File: config.mk
export PLATFORM = sky130hd
export DESIGN_NAME = bc_frame_scheduler
export DESIGN_NICKNAME = d
export VERILOG_FILES = /design/src/rtl/bc_frame_scheduler.sv
export SDC_FILE = /design/constraint.sdc
export NUM_CORES = 1
export LEC_CHECK = 0
export BUFFER_PORTS_ARGS = -buffer_cell sky130_fd_sc_hd__buf_2
export CORE_UTILIZATION = 50
export CTS_BUF_LIST = sky130_fd_sc_hd__clkbuf_4 sky130_fd_sc_hd__clkbuf_8
export DETAILED_ROUTE_END_ITERATION = 6
export GPL_ROUTABILITY_DRIVEN = 0
export HOLD_SLACK_MARGIN = 0.03
export PLACE_DENSITY = 0.72
export SYNTH_ARGS = -nofsm -noshare
export SYNTH_HDL_FRONTEND = slang
export SYNTH_SLANG_ARGS = --single-unit
File: constraint.sdc
create_clock -name clk -period 6.5 [get_ports clk]
set_clock_uncertainty 0.2 [all_clocks]
set_input_delay 0.65 -clock clk [delete_from_list [all_inputs] [get_ports clk]]
set_output_delay 0.65 -clock clk [all_outputs]
set_load 0.005 [all_outputs]
File: src/rtl/bc_frame_scheduler.sv
// Frame sequencer for the shared stochastic-computing FIR datapath: load, SC_LEN-cycle run, capture, serialise.
// Optional macro BC_FRAME_CNT_EN adds a 16-bit completed-frame counter output (frame_cnt).
module bc_frame_scheduler #(
    parameter int NUM_BRANCH = 8,
    parameter int DATA_W     = 8,
    parameter int SC_LEN     = 256,
    parameter int CHAN_W     = 3
) (
    input  logic                         clk,
    input  logic                         reset,
    input  logic                         clk_enable,
    input  logic                         in_valid,
    output logic                         in_ready,
    input  logic [DATA_W-1:0]            in_sample,
    output logic [DATA_W-1:0]            pipe_sample,
    output logic                         pipe_shift,
    output logic                         branch_clr,
    output logic                         branch_en,
    input  logic [NUM_BRANCH*DATA_W-1:0] branch_out,
    output logic                         out_valid,
    input  logic                         out_ready,
    output logic [DATA_W-1:0]            out_data,
    output logic [CHAN_W-1:0]            out_chan,
    output logic                         out_last,
`ifdef BC_FRAME_CNT_EN
    output logic [15:0]                  frame_cnt,
`endif
    output logic                         busy
);

    localparam int CNT_W = (SC_LEN > 1) ? $clog2(SC_LEN) : 1;
    localparam logic [CNT_W-1:0]  CNT_LAST  = CNT_W'(SC_LEN - 1);
    localparam logic [CHAN_W-1:0] CHAN_LAST = CHAN_W'(NUM_BRANCH - 1);

    typedef enum logic [2:0] {
        S_IDLE,
        S_LOAD,
        S_RUN,
        S_CAPTURE,
        S_DRAIN
    } state_t;

    state_t              state_reg, state_next;
    logic [CNT_W-1:0]    cnt_reg, cnt_next;
    logic [CHAN_W-1:0]   chan_reg, chan_next;
    logic [DATA_W-1:0]   sample_reg, sample_next;
    logic [DATA_W-1:0]   data_reg, data_next;
    logic                capture;
    logic                in_ready_reg, pipe_shift_reg, branch_clr_reg, branch_en_reg;
    logic                out_valid_reg, out_last_reg, busy_reg;
    logic [DATA_W-1:0]   bank_reg [NUM_BRANCH];

    always_comb begin
        state_next  = state_reg;
        cnt_next    = cnt_reg;
        chan_next   = chan_reg;
        sample_next = sample_reg;
        data_next   = data_reg;
        capture     = 1'b0;
        case (state_reg)
            S_IDLE: begin
                if (in_valid) begin
                    sample_next = in_sample;
                    state_next  = S_LOAD;
                end
            end
            S_LOAD: begin
                cnt_next   = '0;
                state_next = S_RUN;
            end
            S_RUN: begin
                if (cnt_reg == CNT_LAST) begin
                    state_next = S_CAPTURE;
                end else begin
                    cnt_next = cnt_reg + 1'b1;
                end
            end
            S_CAPTURE: begin
                // Word 0 bypasses the bank so out_data is valid on the first DRAIN cycle.
                capture    = 1'b1;
                chan_next  = '0;
                data_next  = branch_out[DATA_W-1:0];
                state_next = S_DRAIN;
            end
            S_DRAIN: begin
                if (out_ready) begin
                    if (chan_reg == CHAN_LAST) begin
                        chan_next  = '0;
                        state_next = S_IDLE;
                    end else begin
                        chan_next = chan_reg + 1'b1;
                        data_next = bank_reg[chan_reg + 1'b1];
                    end
                end
            end
            default: state_next = S_IDLE;
        endcase
    end

    always_ff @(posedge clk) begin
        if (reset) begin
            state_reg      <= S_IDLE;
            cnt_reg        <= '0;
            chan_reg       <= '0;
            sample_reg     <= '0;
            data_reg       <= '0;
            in_ready_reg   <= 1'b1;
            pipe_shift_reg <= 1'b0;
            branch_clr_reg <= 1'b0;
            branch_en_reg  <= 1'b0;
            out_valid_reg  <= 1'b0;
            out_last_reg   <= 1'b0;
            busy_reg       <= 1'b0;
        end else if (clk_enable) begin
            state_reg      <= state_next;
            cnt_reg        <= cnt_next;
            chan_reg       <= chan_next;
            sample_reg     <= sample_next;
            data_reg       <= data_next;
            in_ready_reg   <= (state_next == S_IDLE);
            pipe_shift_reg <= (state_next == S_LOAD);
            branch_clr_reg <= (state_next == S_LOAD);
            branch_en_reg  <= (state_next == S_RUN);
            out_valid_reg  <= (state_next == S_DRAIN);
            out_last_reg   <= (state_next == S_DRAIN) && (chan_next == CHAN_LAST);
            busy_reg       <= (state_next != S_IDLE);
        end else begin
            // Pulses fire once on entry to LOAD and stay low while stalled.
            pipe_shift_reg <= 1'b0;
            branch_clr_reg <= 1'b0;
        end
    end

    generate
        for (genvar gi = 0; gi < NUM_BRANCH; gi++) begin : g_bank
            always_ff @(posedge clk) begin
                if (reset) begin
                    bank_reg[gi] <= '0;
                end else if (clk_enable && capture) begin
                    bank_reg[gi] <= branch_out[gi*DATA_W +: DATA_W];
                end
            end
        end
    endgenerate

`ifdef BC_FRAME_CNT_EN
    logic [15:0] frame_cnt_reg;

    always_ff @(posedge clk) begin
        if (reset) begin
            frame_cnt_reg <= '0;
        end else if (clk_enable && (state_reg == S_DRAIN) && out_ready && (chan_reg == CHAN_LAST)) begin
            frame_cnt_reg <= frame_cnt_reg + 16'd1;
        end
    end

    assign frame_cnt = frame_cnt_reg;
`endif

    assign in_ready    = in_ready_reg;
    assign pipe_sample = sample_reg;
    assign pipe_shift  = pipe_shift_reg;
    assign branch_clr  = branch_clr_reg;
    assign branch_en   = branch_en_reg;
    assign out_valid   = out_valid_reg;
    assign out_data    = data_reg;
    assign out_chan    = chan_reg;
    assign out_last    = out_last_reg;
    assign busy        = busy_reg;

endmodule
# After elaboration in Yosys (flattened, before gate mapping)
# Memory sizes are Yosys's and may differ from the RTL's.
# Index checks and enable logic that the tools add are counted.
op_classes:
  n_addsub: 2
  eq_ne: 13
  muxes: 27
  bitwise_logic: 9
  reduce_logical: 11
op_table:
  columns: ["op", "count"]
  rows:
  - ["$mux 8", 11]
  - ["$pmux 8 s2", 2]
  - ["$mux 3", 6]
  - ["$pmux 3 s5", 1]
  - ["$eq 3x3->1 const B", 4]
  - ["$eq 3x2->1 const B", 3]
  - ["$add 8x1->8 const B", 1]
  - ["$eq 8x8->1 const B", 1]
  - ["$or 1x1->1", 8]
  - ["$eq 3x1->1 const B", 2]
  - ["$logic_not 3->1", 2]
  - ["$mux 1", 6]
  - ["$ne 2x2->1 const B", 3]
  - ["$pmux 3 s2", 1]
  - ["$reduce_and 3->1", 2]
  - ["$reduce_and 4->1", 1]
  - ["$reduce_bool 2->1", 2]
  - ["$add 3x1->3 const B", 1]
  - ["$reduce_bool 3->1", 1]
  - ["$logic_and 1x1->1", 2]
  - ["$reduce_or 2->1", 1]
  - ["$not 1->1", 1]
word_totals:
  reg_bits: 36
  mem_bits_rw: 64
  out_inout_bits: 26
  mem_count: 1
mem_list:
  columns: ["name", "depth", "word_bits", "read_ports", "rd_clocked_by_memory_dff", "wr", "line_no", "source"]
  rows:
  - ["bank_reg", 8, 8, 1, 0, 8, "51", "logic [DATA_W-1:0] bank_reg [NUM_BRANCH];"]

# Depth between registers and ports, before layout
# Gate-level depths: netlist (run 1).
depth:
  ltp_word: 7
  ltp_mapped: 8
  ltp_nobuf: 6

# Least setup slack after synthesis (run 1)
# OpenSTA, ideal clock, no wires.
synth_path:
  path_type: "input-to-reg"
  from: "input port clk_enable"
  to: "memory bank_reg[0][0] (enable)"
  t_arrival_ps: 2026
  path_slack_ps: 3879
  cell_stages: 3
  n_path_buf: 1
  path_cell_list: "clkbuf_1 and4b_1 or2_2"
synth_lines:
  columns: ["item", "line_no", "source"]
  rows:
  - ["start: declaration", "11", "input logic clk_enable,"]
  - ["end: declaration", "51", null]

# Worst setup path after layout (run 1)
layout_path:
  from: "register chan_reg[0] (netlist: out_chan[0])"
  to: "register data_reg[1] (netlist: out_data[1])"
layout_between:
  elab_chain_cells: 5
  elab_cells_between_ends: 8
layout_lines:
  columns: ["item", "line_no", "source"]
  rows:
  - ["start: declaration", "45", "logic [CHAN_W-1:0] chan_reg, chan_next;"]
  - ["start signal: assignment", "117", "chan_reg <= chan_next;"]
  - ["$add 3x1->3", "92", "data_next = bank_reg[chan_reg + 1'b1];"]
  - ["$mem_v2 8x8", null, null]
  - ["$mux 8", "87", "if (chan_reg == CHAN_LAST) begin"]
  - ["$mux 8", "86", "if (out_ready) begin"]
  - ["$pmux 8 s2", "60", "case (state_reg)"]
  - ["end signal: assignment", "119", "data_reg <= data_next;"]
  - ["end: declaration", "47", "logic [DATA_W-1:0] data_reg, data_next;"]
# Several ways; a longest one is shown, not always the timed one. The select of a mux whose other input is x is not followed.
# A chain may end at the register's enable or synchronous reset.

==> flow_metrics.env, run 1 <==
export IMPL_status="complete, no violations"
export IMPL_grt_first_pass_wirelength_mm=14.0
export IMPL_slew_viol_final=0
export IMPL_final_cells=561
export IMPL_rsz0062_at_grt="false"
export IMPL_place_ws_ns=3.30
export IMPL_cts_tree="yes"
export IMPL_syn_to_final_growth_pct=16.1
export IMPL_syn_inst=357
export IMPL_setup_tns_final_ns=0
export IMPL_clock_sinks=100
export IMPL_wl_per_cell_um=15.0
export IMPL_synth_distinct_cells=47
export IMPL_fmax_ghz=0.319
export IMPL_hold_ws_ns=0.258
export IMPL_peakVddDrop_uv=129
export IMPL_relSlewSlack_pct=26.3
export IMPL_final_min_clock_period_ns=3.14
export IMPL_setup_ws_ns=3.36
export IMPL_die_area_um2=9460
export IMPL_synth_ff_type="edfxtp_1"
export IMPL_p_total_w=0.00121
export IMPL_start_util_pct=51.8
export IMPL_ys_async_sr_fraction_pct=0
export IMPL_period_share_pct=48.3
export IMPL_p_leak_nw=2.15
export IMPL_syn_mean_instance_area_um2=12.7
export IMPL_port_buffers=102
export IMPL_worstPathRequired_ns=6.53
export IMPL_ys_top_cells_by_count="and2_1 (64), edfxtp_1 (64), dfxtp_1 (36)"
export IMPL_place_inst=545
export IMPL_clk_latency_ns=0.37
export IMPL_antenna_found_initial=0
export IMPL_row_count=34
export IMPL_diodes=0
export IMPL_grt_pass1_vias=2893
export IMPL_ys_ff_latch=100
export IMPL_drive_above_1_share_pct=31.8
export IMPL_cts_hold_buf=0
export IMPL_antenna_left=0
export IMPL_dp_hpwl_mm=5.71
export IMPL_synth_edf_count=64
export IMPL_hold_violations=0
export IMPL_synth_area_leaders="edfxtp_1 (42%), dfxtp_1 (16%), and2_1 (8.8%)"
export IMPL_core_region_area_um2=8760
export IMPL_slowest_stage="ha_1"
export IMPL_grt_max_degree=65
export IMPL_clockBufferDepth=2
export IMPL_p_per_area_nw_per_um2=230
export IMPL_largest_reg_flops=64
export IMPL_die_h_um=97.2
export IMPL_start_kind="flop"
export IMPL_max_stage_delay_ns=1.00
export IMPL_grt_use_total_pct=18.7
export IMPL_vias=3005
export IMPL_arrival_ns=3.17
export IMPL_critPathKind="reg2reg"
export IMPL_synth_top_area_share_pct=42.4
export IMPL_worstPathCellList="ha_1, mux4_2, mux2i_1, a211o_1, a21oi_1"
export IMPL_crit_buf_inv=0
export IMPL_firstDrtPassIters=4
export IMPL_drtIter0Drc=129
export IMPL_numCtsBuffers=9
export IMPL_post_cts_buffers=0
export IMPL_die_w_um=97.2
export IMPL_routed_wl_mm=8.43
export IMPL_h_tree_depth=3
export IMPL_final_net_count=528
export IMPL_grt_ovfl_total=0
export IMPL_yosysSeqAreaShare_pct=58.3
export IMPL_drc=0
export IMPL_ios=103
export IMPL_clockRootBuffer="clkbuf_8"
export IMPL_clk_pin_slew_ns=0.10
export IMPL_netlist_top_cell_by_area="edfxtp_1"
export IMPL_worst_path_max_fanout=18
export IMPL_setup_viol=0
export IMPL_cp_top_family="adder cells"
export IMPL_yosys_warnings=0
export IMPL_cap_violations=0
export IMPL_ctsResizeCount=0
export IMPL_via_per_inst=5.36
export IMPL_synth_nets=437
export IMPL_synth_area_um2=4540
export IMPL_worst_pin_slew_ns=1.11
export IMPL_crit_path_end_kind="flop"
export IMPL_hold_class="reg2reg"
==> tightest hold or removal path, delay by kind of cell (launching register included) <==
family                 cells  cell delay, ns
DFF                        1            0.32
AOI/OAI and AO/OA          1            0.06
buffers and inverters      1            0.04
==> cells by family (layout without fill, tap and decap cells) <==
logic type | Yosys count | after routing | share of synthesized area, %
compound gates | 55 | 55 | 8.28
xor+xnor | 2 | 2 | 0.386
fa+ha+maj | 3 | 3 | 0.828
buf+inv | 29 | 125 | 3.09
flops | 100 | 100 | 58.3
mux | 34 | 34 | 11.9
simple gates | 134 | 134 | 17.2
==> metrics by stage <==
step	cell area (um2)	utilization [%]
global route	5260	60.1
global placement	5070	57.9
detailed placement	5070	57.9
CTS	5260	60.1
floorplan	4540	-
finish	5260	60.1
==> power breakdown <==
part	switching [W]	total, W	internal [W]
Clock	0.000235	0.000385	0.000150
Combinational	0.0000561	0.000113	0.0000573
Sequential	0.0000134	0.000710	0.000697
Total	0.000305	0.00121	0.000904
==> per-layer routing <==
metal	part of all wire [%]	GRT usage, %
met2	46	29.4
met3	6.0	4.24
met5	0	0
met4	1.6	6.11
met1	46	26.0
==> final timing paths <==
path	start	end	slack, ns	cells past startpoint
worst min register to register	in_ready	in_ready	0.26	2
worst max register to register	out_chan[0]	out_data[1]	3.36	5
worst max-delay path	out_chan[0]	out_data[1]	3.36	5
worst min-delay path	in_ready	in_ready	0.26	2
==> cells in the final DEF (no fill, tap or decap), types with 4 or more instances in the layout <==
| cell type | synthesis | layout |
|---|---|---|
| a211o_1 | 8 | 8 |
| a21oi_1 | 23 | 23 |
| and2_1 | 64 | 64 |
| buf_2 | 7 | 102 |
| clkbuf_8 | 0 | 9 |
| dfxtp_1 | 36 | 36 |
| edfxtp_1 | 64 | 64 |
| inv_1 | 5 | 5 |
| mux2i_1 | 18 | 18 |
| mux4_2 | 16 | 16 |
| nand2_1 | 14 | 14 |
| nand3_1 | 4 | 4 |
| nor2_1 | 24 | 24 |
| o21ai_0 | 6 | 6 |
==> layout make-up <==
| type | count | area (um2) |
|---|---|---|
| clock inverters | 7 | 65.1 |
| flip-flops and latches | 100 | 2640 |
| fillers | 716 | 3500 |
| multi-input cells | 228 | 1750 |
| well taps | 108 | 135 |
| repair buffers | 104 | 526 |
| clock buffers | 9 | 124 |
| inverters | 5 | 18.8 |
No activity file was read; power rests on OpenSTA's default activity.
==> inputs of run 2 (changes only) <==
--- a/config.mk
+++ b/config.mk
@@ -11,7 +11,7 @@
 export DETAILED_ROUTE_END_ITERATION = 6
 export GPL_ROUTABILITY_DRIVEN = 0
 export HOLD_SLACK_MARGIN = 0.03
-export PLACE_DENSITY = 0.72
+export PLACE_DENSITY = 0.75
 export SYNTH_ARGS = -nofsm -noshare
 export SYNTH_HDL_FRONTEND = slang
 export SYNTH_SLANG_ARGS = --single-unit
==> constraint.sdc (replaced) <==
create_clock -name clk -period 2.55 [get_ports clk]
set_clock_uncertainty 0.2 [all_clocks]
set_input_delay 0.255 -clock clk [delete_from_list [all_inputs] [get_ports clk]]
set_output_delay 0.255 -clock clk [all_outputs]
set_load 0.005 [all_outputs]
==> flow_metrics.env, run 2 (synthesized netlist as in run 1, its figures left out) <==
export IMPL_firstDrtPassIters=4
export IMPL_hold_class="in2reg"
export IMPL_final_cell_mix="buf_2 (102), dlygate4sd3_1 (73), and2_1 (64), edfxtp_1 (64), dfxtp_1 (36)"
export IMPL_vias=3437
export IMPL_row_count=34
export IMPL_grt_max_degree=49
export IMPL_cp_top_family="simple AND/OR/NAND/NOR gates"
export IMPL_grt_ovfl_total=0
export IMPL_rsz0062_at_grt="true"
export IMPL_clk_pin_slew_ns=0.10
export IMPL_cts_tree="yes"
export IMPL_status="complete, no violations"
export IMPL_syn_to_final_growth_pct=36.4
export IMPL_crit_buf_inv=0
export IMPL_clockBufferDepth=2
export IMPL_start_util_pct=51.8
export IMPL_clock_sinks=100
export IMPL_drive_above_1_share_pct=30.2
export IMPL_drtIter0Drc=108
export IMPL_grt_pass1_vias=3623
export IMPL_worstPathCellList="ha_1, ha_1, nor2b_1, a31oi_4, nor3_2, and2_1"
export IMPL_die_area_um2=9460
export IMPL_fin_util_pct=70.6
export IMPL_worst_path_max_fanout=13
export IMPL_core_region_area_um2=8760
export IMPL_numCtsBuffers=9
export IMPL_h_tree_depth=3
export IMPL_grt_use_total_pct=23.0
export IMPL_clk_latency_ns=0.36
export IMPL_largest_reg_flops=64
export IMPL_final_net_count=622
export IMPL_critPathKind="reg2reg"
export IMPL_cap_violations=0
export IMPL_setup_tns_final_ns=0
export IMPL_crit_path_end_kind="flop"
export IMPL_post_cts_buffers=0
export IMPL_routed_wl_mm=10.6
export IMPL_drc=0
export IMPL_p_per_area_nw_per_um2=515
export IMPL_critical_path_most_common_cell="ha_1"
export IMPL_arrival_ns=2.51
export IMPL_fmax_ghz=0.404
export IMPL_antenna_found_initial=0
export IMPL_start_kind="flop"
export IMPL_antenna_left=0
export IMPL_peakVddDrop_uv=300
export IMPL_slew_viol_final=0
export IMPL_max_stage_delay_ns=0.72
export IMPL_final_min_clock_period_ns=2.48
export IMPL_worst_pin_slew_ns=0.837
export IMPL_p_leak_nw=2.56
export IMPL_setup_viol=0
export IMPL_final_common_cell="buf_2"
export IMPL_hold_violations=0
export IMPL_dp_hpwl_mm=6.26
export IMPL_grt_first_pass_wirelength_mm=16.9
export IMPL_die_h_um=97.2
export IMPL_ios=103
export IMPL_worstPathRequired_ns=2.58
export IMPL_diodes=0
export IMPL_setup_ws_ns=0.0723
export IMPL_via_per_inst=5.25
export IMPL_period_share_pct=97.2
export IMPL_wl_per_cell_um=16.2
export IMPL_place_ws_ns=-0.482
export IMPL_clockRootBuffer="clkbuf_8"
export IMPL_port_buffers=102
export IMPL_relSlewSlack_pct=43.9
export IMPL_slowest_stage="nor3_2"
export IMPL_die_w_um=97.2
==> run 2: final timing paths <==
path	startpoint	slack, ns	end	cells past startpoint
worst max-delay path	out_chan[0]	0.07	bank_reg[1][0]	6
worst min-delay path	out_ready	0.19	out_last	5
worst max register to register	out_chan[0]	0.07	bank_reg[1][0]	6
worst min register to register	out_valid	0.26	out_valid	1
==> run 2: area by class of cell <==
cell class	instances	area (um2)
flip-flops and latches	100	2640
fillers	617	2570
multi-input cells	231	1790
repair buffers	195	1420
well taps	108	135
clock buffers	10	131
clock inverters	6	55.1
inverters	5	18.8
==> run 2: where the power goes <==
group	switching [W]	internal (W)	leakage, nW
clock network	0.000579	0.000387	0.0908
logic	0.000186	0.000241	1.51
registers	0.0000213	0.00178	0.955
==> run 2: worst reg2reg max path, stage by stage, from the launching register on <==
cell	delay, ns
dfxtp_1	0.33
ha_1	0.20
ha_1	0.20
nor2b_1	0.25
a31oi_4	0.21
nor3_2	0.73
and2_1	0.24
==> run 2: timing repair <==
item | in CTS | in global routing
endpoints found under the setup margin | 64 | 49
resized for setup | 1 | 0
pin swaps | 1 | 2
gates cloned | 2 | 1
hold endpoints to repair | 73 | 0
hold buffers | 73 | 0
==> run 2: layer usage <==
metal | track usage (%) | up-vias | wire length, um
li1 | - | 1684 | -
met5 | 0 | - | 0
met1 | 26.7 | 1630 | 4420
met3 | 6.19 | 13 | 607
met4 | 6.90 | 0 | 131
met2 | 41.6 | 110 | 5430
==> run 2: through the flow <==
step	hold WS (ns)	cell area (um2)	power [W]	cells
final	0.186	6190	0.00319	655
after global routing	0.199	6190	0.00332	655
after CTS	0.161	6180	0.00322	654
after detailed placement	0.238	5240	0.00217	563
after global placement	0.229	5240	0.00216	563
after floorplan	0.199	4540	0.00203	357
==> inputs of run 3 (changes only) <==
--- a/config.mk
+++ b/config.mk
@@ -6,12 +6,14 @@
 export NUM_CORES = 1
 export LEC_CHECK = 0
 export BUFFER_PORTS_ARGS = -buffer_cell sky130_fd_sc_hd__buf_2
-export CORE_UTILIZATION = 50
+export CELL_PAD_IN_SITES_DETAIL_PLACEMENT = 1
+export CELL_PAD_IN_SITES_GLOBAL_PLACEMENT = 2
+export CORE_UTILIZATION = 33
 export CTS_BUF_LIST = sky130_fd_sc_hd__clkbuf_4 sky130_fd_sc_hd__clkbuf_8
 export DETAILED_ROUTE_END_ITERATION = 6
 export GPL_ROUTABILITY_DRIVEN = 0
 export HOLD_SLACK_MARGIN = 0.03
-export PLACE_DENSITY = 0.75
+export PLACE_DENSITY = 0.74
 export SYNTH_ARGS = -nofsm -noshare
 export SYNTH_HDL_FRONTEND = slang
 export SYNTH_SLANG_ARGS = --single-unit
==> flow_metrics.env, run 3 (synthesized netlist as in run 1, its figures left out) <==
export IMPL_status="complete, no violations"
export IMPL_rsz0062_at_grt="false"
export IMPL_relSlewSlack_pct=59.4
export IMPL_clk_latency_ns=0.37
export IMPL_grt_first_pass_wirelength_mm=18.4
export IMPL_syn_to_final_growth_pct=37.1
export IMPL_power_switching_w=0.000748
export IMPL_start_util_pct=34.0
export IMPL_ios=103
export IMPL_worst_path_max_fanout=14
export IMPL_critPathKind="reg2reg"
export IMPL_antenna_found_initial=0
export IMPL_drive_above_1_share_pct=28.3
export IMPL_crit_path_end_kind="flop"
export IMPL_reg2reg_depth=7
export IMPL_fmax_ghz=0.463
export IMPL_grt_ovfl_total=0
export IMPL_grt_use_total_pct=16.9
export IMPL_firstDrtPassIters=5
export IMPL_clockRootBuffer="clkbuf_8"
export IMPL_clockPowerShare_pct=30.9
export IMPL_clock_sinks=100
export IMPL_ctsResizeCount=0
export IMPL_final_common_cell="buf_2"
export IMPL_holdPathStages=3
export IMPL_core_region_area_um2=13300
export IMPL_drc=0
export IMPL_cap_violations=0
export IMPL_dp_hpwl_mm=7.12
export IMPL_switching_share_pct=23.2
export IMPL_antenna_left=0
export IMPL_drtIter0Drc=113
export IMPL_diodes=0
export IMPL_p_comb_share_pct=13.2
export IMPL_arrival_ns=2.22
export IMPL_die_area_um2=14200
export IMPL_die_h_um=119
export IMPL_hold_violations=0
export IMPL_wl_per_cell_um=16.1
export IMPL_row_count=42
export IMPL_final_net_count=613
export IMPL_vias=3403
export IMPL_period_share_pct=84.7
export IMPL_grt_pass1_vias=3701
export IMPL_p_per_area_nw_per_um2=517
export IMPL_worst_pin_slew_ns=0.606
export IMPL_final_cell_mix="buf_2 (102), dlygate4sd3_1 (74), and2_1 (64), edfxtp_1 (64), dfxtp_1 (36)"
export IMPL_start_kind="flop"
export IMPL_place_ws_ns=0.124
export IMPL_h_tree_depth=3
export IMPL_slew_viol_final=0
export IMPL_seq_power_share_pct=55.9
export IMPL_worstPathRequired_ns=2.61
export IMPL_via_per_inst=4.77
export IMPL_p_int_w=0.00247
export IMPL_die_w_um=119
export IMPL_largest_reg_flops=64
export IMPL_clk_pin_slew_ns=0.09
export IMPL_routed_wl_mm=11.5
export IMPL_cts_tree="yes"
export IMPL_p_leak_nw=2.53
export IMPL_grt_max_degree=50
export IMPL_setup_viol=0
export IMPL_peakVddDrop_uv=252
export IMPL_port_buffers=102
export IMPL_setup_ws_ns=0.390
export IMPL_numCtsBuffers=9
export IMPL_hold_class="in2reg"
export IMPL_clockBufferDepth=2
export IMPL_fin_util_pct=46.6
export IMPL_final_min_clock_period_ns=2.16
export IMPL_setup_tns_final_ns=0
[run 3: power by group through the flow]
stage / Combinational (W) / Sequential, W / Clock (W)
finish: 0.000424 / 0.00180 / 0.000995
global route: 0.000462 / 0.00181 / 0.00109
CTS: 0.000424 / 0.00180 / 0.00104
detailed placement: 0.000338 / 0.00184 / 0
global placement: 0.000332 / 0.00183 / 0
floorplan: 0.000193 / 0.00183 / 0
[run 3: metal layers]
metal  GRT usage [%]  routed length [um]  vias up
li1                -                   -     1660
met4            5.46                 131        0
met1            19.6                4940     1650
met5               0                   0        -
met2            30.6                5930       81
met3            3.93                 465       12
[run 3: cell type report]
cell class	count	area, um2
tap	176	220
timing repair buffer	189	1400
fill	1435	7130
multi-input combinational	228	1750
clock inverter	6	55.1
sequential	100	2640
clock buffer	10	131
inverter	5	18.8
[run 3: worst max-delay path: stages, from the launching register on]
cell and delay (ns):
dfxtp_1 0.34, ha_1 0.19, ha_1 0.43, buf_12 0.20, mux4_2 0.31, mux2i_1 0.17, a211o_1 0.16, a21oi_1 0.05
[run 3: path summary, 6_finish.rpt]
path | from | end | slack (ns)
max reg2reg | out_chan[1] | out_data[2] | 0.39
max | out_chan[1] | out_data[2] | 0.39
min reg2reg | in_ready | in_ready | 0.25
min | out_ready | out_last | 0.08
[run 3: per-stage QoR]
stage                     cells  area [um2]  hold WS (ns)  total power [W]
after CTS                   713        6210        0.0543          0.00326
after detailed placement    623        5290         0.244          0.00217
after global placement      623        5290         0.230          0.00216
after floorplan             357        4540         0.199          0.00203
final                       714        6220        0.0768          0.00322
after global routing        714        6220         0.102          0.00336
[run 3: timing repair]
item | 4_1_cts | 5_1_grt
setup endpoints to repair | 0 | 49
hold buffers | 74 | 0
endpoints found under the hold margin | 78 | 0
setup buffers | 0 | 1
